===== config.mk =====
export PLATFORM = sky130hd
export DESIGN_NAME = apb_master_multi
export DESIGN_NICKNAME = d
export VERILOG_FILES = /design/src/rtl/apb_master_multi.sv
export SDC_FILE = /design/constraint.sdc
export NUM_CORES = 1
export LEC_CHECK = 0
export ABC_AREA = 1
export CAP_MARGIN = 20
export CORE_MARGIN = 2
export CORE_UTILIZATION = 30
export CTS_CLUSTER_DIAMETER = 50
export DETAILED_ROUTE_END_ITERATION = 8
export PLACE_DENSITY = 0.73
export SETUP_SLACK_MARGIN = 0.2
export SYNTH_ARGS = -nofsm -noshare
export SYNTH_HDL_FRONTEND = slang
export SYNTH_SLANG_ARGS = --single-unit

===== constraint.sdc =====
create_clock -name PCLK -period 1.7 [get_ports PCLK]
set_input_delay 0.34 -clock PCLK [delete_from_list [all_inputs] [get_ports PCLK]]
set_output_delay 0.34 -clock PCLK [all_outputs]
set_load 0.01 [all_outputs]

===== src/rtl/apb_master_multi.sv =====
// apb_master_multi: APB requester that fans one request port out to NUM_SLV completers.
//
// The APB address space starts at BASE_ADDR and is split into 2^SLV_SHIFT-byte windows.
// Window i belongs to completer i. An address outside every window is not sent on the bus.
// Instead it completes with error after a single DECERR cycle.
//
// An ACCESS phase that sees no PREADY for TIMEOUT cycles is ended by the block itself,
// and completes with error.
//
// Ports
//   PCLK, PRESET         : clock and synchronous active-high reset
//   PADDR/PWDATA/PSTRB   : latched request fields, held through SETUP and ACCESS
//   PWRITE, PENABLE      : APB control
//   PSEL[NUM_SLV]        : one-hot completer select
//   PRDATA/PREADY/PSLVERR: per-completer response buses (completer i at slice i)
//   transfer + addr/wdata/wstrb/write : request, sampled in IDLE or on a completion cycle
//   ready/rdata/error    : single-cycle completion, combinational on the completing cycle
module apb_master_multi #(
  parameter int unsigned NUM_SLV   = 4,
  parameter logic [31:0] BASE_ADDR = 32'h1000_0000,
  parameter int unsigned SLV_SHIFT = 12,
  parameter int unsigned TIMEOUT   = 16
) (
  input  logic                   PCLK,
  input  logic                   PRESET,
  // APB requester side
  output logic [31:0]            PADDR,
  output logic [31:0]            PWDATA,
  output logic [3:0]             PSTRB,
  output logic                   PWRITE,
  output logic                   PENABLE,
  output logic [NUM_SLV-1:0]     PSEL,
  input  logic [NUM_SLV*32-1:0]  PRDATA,
  input  logic [NUM_SLV-1:0]     PREADY,
  input  logic [NUM_SLV-1:0]     PSLVERR,
  // Request / completion side
  input  logic                   transfer,
  input  logic [31:0]            addr,
  input  logic [31:0]            wdata,
  input  logic [3:0]             wstrb,
  input  logic                   write,
  output logic                   ready,
  output logic [31:0]            rdata,
  output logic                   error
);

  typedef enum logic [1:0] {
    StIdle,
    StSetup,
    StAccess,
    StDecerr
  } state_e;

  state_e              state_q;
  logic [31:0]         paddr_q;
  logic [31:0]         pwdata_q;
  logic [3:0]          pstrb_q;
  logic                pwrite_q;
  logic                penable_q;
  logic [NUM_SLV-1:0]  psel_q;
  logic [7:0]          cnt_q;

  // Request decode
  logic [31:0]         req_offset;
  logic [31:0]         req_slot;
  logic                req_mapped;
  logic [NUM_SLV-1:0]  req_psel;

  always_comb begin
    req_offset = addr - BASE_ADDR;
    req_slot   = req_offset >> SLV_SHIFT;
    req_mapped = (addr >= BASE_ADDR) && (req_slot < NUM_SLV);
    req_psel   = '0;
    for (int i = 0; i < NUM_SLV; i++) begin
      req_psel[i] = req_mapped && (req_slot == 32'(i));
    end
  end

  // The selected completer's response is picked with the registered one-hot PSEL.
  // This makes the response of an unselected completer irrelevant by construction.
  logic        sel_ready;
  logic        sel_err;
  logic [31:0] sel_rdata;

  always_comb begin
    sel_ready = |(PREADY & psel_q);
    sel_err   = |(PSLVERR & psel_q);
    sel_rdata = '0;
    for (int i = 0; i < NUM_SLV; i++) begin
      if (psel_q[i]) begin
        sel_rdata = sel_rdata | PRDATA[32*i +: 32];
      end
    end
  end

  // Completion conditions
  logic timed_out;
  logic access_done;
  logic completing;
  logic take_req;

  always_comb begin
    timed_out   = (cnt_q == 8'(TIMEOUT - 1)) && !sel_ready;
    access_done = (state_q == StAccess) && (sel_ready || timed_out);
    completing  = access_done || (state_q == StDecerr);
    // A new request is accepted in IDLE or on a completion cycle (back-to-back).
    take_req    = transfer && ((state_q == StIdle) || completing);
  end

  always_ff @(posedge PCLK) begin
    if (PRESET) begin
      state_q   <= StIdle;
      paddr_q   <= '0;
      pwdata_q  <= '0;
      pstrb_q   <= '0;
      pwrite_q  <= 1'b0;
      penable_q <= 1'b0;
      psel_q    <= '0;
      cnt_q     <= '0;
    end else if (take_req) begin
      paddr_q   <= addr;
      pwdata_q  <= wdata;
      pstrb_q   <= write ? wstrb : 4'b0000;
      pwrite_q  <= write;
      penable_q <= 1'b0;
      cnt_q     <= '0;
      psel_q    <= req_psel;
      state_q   <= req_mapped ? StSetup : StDecerr;
    end else begin
      unique case (state_q)
        StIdle: begin
          psel_q    <= '0;
          penable_q <= 1'b0;
        end
        StSetup: begin
          state_q   <= StAccess;
          penable_q <= 1'b1;
        end
        StAccess: begin
          if (access_done) begin
            state_q   <= StIdle;
            psel_q    <= '0;
            penable_q <= 1'b0;
          end else begin
            cnt_q <= cnt_q + 8'd1;
          end
        end
        StDecerr: begin
          state_q <= StIdle;
        end
        default: begin
          state_q   <= StIdle;
          psel_q    <= '0;
          penable_q <= 1'b0;
        end
      endcase
    end
  end

  // Outputs
  logic active;

  always_comb begin
    active  = (state_q == StSetup) || (state_q == StAccess);
    PADDR   = paddr_q;
    PWDATA  = pwdata_q;
    PSTRB   = pstrb_q;
    PWRITE  = pwrite_q && active;
    PENABLE = penable_q;
    PSEL    = psel_q;

    // A reset cycle aborts the transfer, so it never reports a completion.
    ready = completing && !PRESET;

    error = 1'b0;
    rdata = '0;
    if (ready) begin
      if ((state_q == StAccess) && sel_ready) begin
        error = sel_err;
        rdata = pwrite_q ? 32'h0 : sel_rdata;
      end else begin
        // Timeout or decode error
        error = 1'b1;
      end
    end
  end

  // PSEL never selects more than one completer.
  a_psel_onehot: assert property (@(posedge PCLK) disable iff (PRESET) $onehot0(PSEL));
  // PENABLE is only raised while a completer is selected.
  a_penable_sel: assert property (@(posedge PCLK) disable iff (PRESET) PENABLE |-> (|PSEL));

endmodule


==> impl_metrics.py <==
metrics = {
    "critical_path": {
        "worst_setup_path_start_kind": "flop",
        "end_kind": "output port",
        "startpoint": "cnt_q[1]",
        "reg2reg_from": "cnt_q[1]",
        "reg2reg_depth": 17,
        "worstSetupPathType": "flop to output port",
        "required_ps": 1360,
        "path_max_fanout": 7,
        "arrival_ps": 1940,
    },
    "synth": {
        "synthTopCellsByCount": "135 x nand2_1, 120 x nor2_1, 84 x dfxtp_1",
        "yosys.area_share.adder_pct": 1.68,
        "synthMuxAreaShare_pct": 0,
        "synth-xor-area-share_pct": 0.391,
        "synth_seq_cells": 84,
        "syn-mean-instance-area_um2": 7.03,
        "synth-main-ff-cell": "dfxtp_1",
        "synth_area_leaders": "dfxtp_1 38%, nand2_1 11%, nor2_1 10%",
        "synth_edf_count": 0,
        "yosysMostFrequentCell": "nand2_1",
        "yosys.area_share.simple_pct": 32.7,
        "syn_area_mm2": 0.00448,
        "synth_compound_area_share_pct": 18.1,
        "yosys.area.top_type": "dfxtp_1",
        "synth_cell_type_count": 36,
        "synth_top_family_by_area": "simple AND/OR/NAND/NOR gates",
        "syn-num-nets": 851,
        "synth_top_area_share_pct": 37.6,
        "async_reset_ff_share_pct": 0,
        "postSynthCellCount": 637,
        "ys_warn_count": 0,
        "synth-seq-area-share_pct": 37.6,
    },
    "cells_and_area": {
        "multiInputGateArea_mm2": 0.00335,
        "regArea_mm2": 0.00171,
        "area_growth_pct": 133,
        "fillers": 1069,
        "nets": 1274,
        "fin_util_pct": 71.6,
        "drive_gt1_share_pct": 35.1,
        "layout.cells.non_filler": 1249,
    },
    "run": {
        "maxCapViolCount": 0,
    },
    "status": {
        "violations": "negative setup slack",
        "status": "finished with violations",
    },
    "placement": {
        "dp_cells": 1192,
        "portBuffers": 315,
        "dp_hpwl_mm": 14.8,
        "gp_congestion": 0.820,
    },
    "route": {
        "drt_pass1_iterations": 4,
        "drt_iter0_markers": 253,
        "drc_errors": 0,
        "detail-route-antenna-nets": 0,
        "vias_per_cell": 5.04,
        "wl_per_cell_um": 18.4,
        "num_vias": 6290,
        "drt-total-wl_mm": 23.0,
    },
    "pwr": {
        "power_leakage_uw": 0.00445,
        "clkPwrFrac_pct": 19.0,
        "comb_power_share_pct": 56.3,
        "p_sw_uw": 4150,
        "p_int_uw": 6900,
        "p_per_area_mw_per_mm2": 1060,
        "p_seq_share_pct": 24.7,
        "switching_share_pct": 37.6,
        "power_uw": 11100,
        "ir_drop_mv": 0.854,
    },
    "grt": {
        "grt-ovfl-total": 0,
        "antenna_found_initial": 1,
        "grt_max_degree": 68,
        "grtUsageTotal_pct": 26.7,
        "first_global_vias": 6288,
        "grt_pass1_wl_mm": 33.6,
    },
    "timing": {
        "setup_viol": 119,
        "rsz0062_at_grt": "yes",
        "fin_crit_sh_pct": 134,
        "finalHoldViolations": 0,
        "skew_ps": 5.80,
        "max_slew_margin_pct": 23.3,
        "max_freq_ghz": 0.438,
        "worstMarginPinSlew_ps": 1150,
        "fin_hold_ws_ps": 458,
        "maxSlewViolCount": 0,
        "min_period_ps": 2280,
        "finalWorstSetupSlack_ps": -582,
    },
    "die": {
        "coreArea_mm2": 0.0145,
        "rows": 44,
        "start_util_pct": 30.8,
        "die_area_mm2": 0.0159,
        "die_w_um": 126,
        "pin_count": 316,
        "die_y_um": 126,
    },
    "cts": {
        "clk_pin_slew_ps": 60,
        "cts_htree_levels": 3,
        "cts_sinks": 84,
        "clockBufferDepth": 2,
        "cts_inserted_buffers": 9,
        "cts-root-buf": "clkbuf_16",
        "clock_latency_ps": 340,
        "cts_tree": "yes",
    },
    "min_path": {
        "hold_path_depth": 2,
        "worstHoldPathType": "flop to flop",
        "hold_start": "PSTRB[1]",
    },
}
final timing paths:
kind | endpoint | slack (ps)
worst min register to register | PSTRB[1] | 460
worst max-delay path | rdata[12] | -580
worst max register to register | PSEL[0] | -320
worst min-delay path | PSTRB[1] | 460
cells by family after synthesis:
family | Yosys count
and+or+nand+nor | 328
DFF | 84
xor gates and xnor gates | 2
buffers and inverters | 85
AOI/OAI and AO/OA | 132
adders and majority gates | 6
area by class of cell:
class | instances | area share (%)
Inverter | 38 | 1.60
Sequential cell | 84 | 16.4
Multi-Input combinational cell | 468 | 32.2
Clock inverter | 6 | 0.853
Timing Repair Buffer | 458 | 44.4
Clock buffer | 9 | 2.16
Tap cell | 184 | 2.21
Antenna cell | 1 | 0.0240
Timing Repair inverter | 1 | 0.156
stage by stage:
step	setup WS, ps	cell area (um^2)	TNS, ps
final	-582	10400	-36280
after global placement	-938	8990	-53370
after floorplan	-112	5040	-2160
after detailed placement	-941	8990	-55110
after CTS	-602	10100	-34230
after global routing	-683	10400	-46980
per-layer routing:
| layer | vias to the layer above | part of all wire [%] | GRT usage (%) |
|---|---|---|---|
| met5 | - | 0 | 0 |
| met4 | 0 | 4.0 | 11.4 |
| met3 | 64 | 8.0 | 7.48 |
| met2 | 292 | 51 | 48.1 |
| met1 | 2926 | 37 | 29.2 |
| li1 | 3008 | - | - |
critical path, stage by stage (launching register included):
cell,delay [ps]
dfxtp_2,350
ha_4,150
inv_4,40
nor2_4,90
nand3_2,100
nand2_4,100
nand2_4,60
nand2_4,70
nand2_8,100
buf_12,170
nor4_4,190
buf_2,160
flip-flops by register name (all words and copies together), names as in the netlist:
signal,cells
PADDR,32
PSEL,4
cnt_q,8
state_q,2
PSTRB,4
PENABLE,1
PWDATA,32
pwrite_q,1
power groups by stage:
stage | combinational [uW] | sequential [uW] | clock [uW]
floorplan | 2130 | 2870 | 0
global placement | 4690 | 2690 | 0
detailed placement | 4730 | 2710 | 0
CTS | 5610 | 2680 | 2130
global route | 6620 | 2770 | 2200
finish | 6220 | 2730 | 2100
cells in the final DEF, fill, tap and decap left out, types with 3 or more instances in the layout:
cell             instances
clkdlybuf4s50_1        203
nand2_1                123
nor2_1                 111
buf_4                   81
dfxtp_1                 75
dlygate4sd2_1           74
o21ai_2                 57
buf_2                   34
a221oi_1                32
nor4_4                  30
inv_1                   29
buf_6                   26
buf_12                  19
a21oi_2                 16
nand2_2                 14
buf_16                  12
clkbuf_16               10
nand3_1                  8
a21oi_1                  8
o21ai_4                  7
nor2_2                   7
buf_8                    7
nor2_4                   6
dfxtp_4                  5
inv_2                    5
nand4_1                  5
nand2_8                  4
o21ai_1                  4
nor3_1                   4
dfxtp_2                  4
nand2_4                  3
clkinvlp_4               3
o21ai_0                  3
ha_4                     3
ha_1                     3
what timing repair did:
action	in CTS	in global routing
hold buffers	0	0
setup endpoints to repair	192	120
buffers inserted	15	11
pin swaps	26	20
gates resized for setup	376	58
gates cloned	14	1
Note: power is estimated with default switching activity, not from simulation.
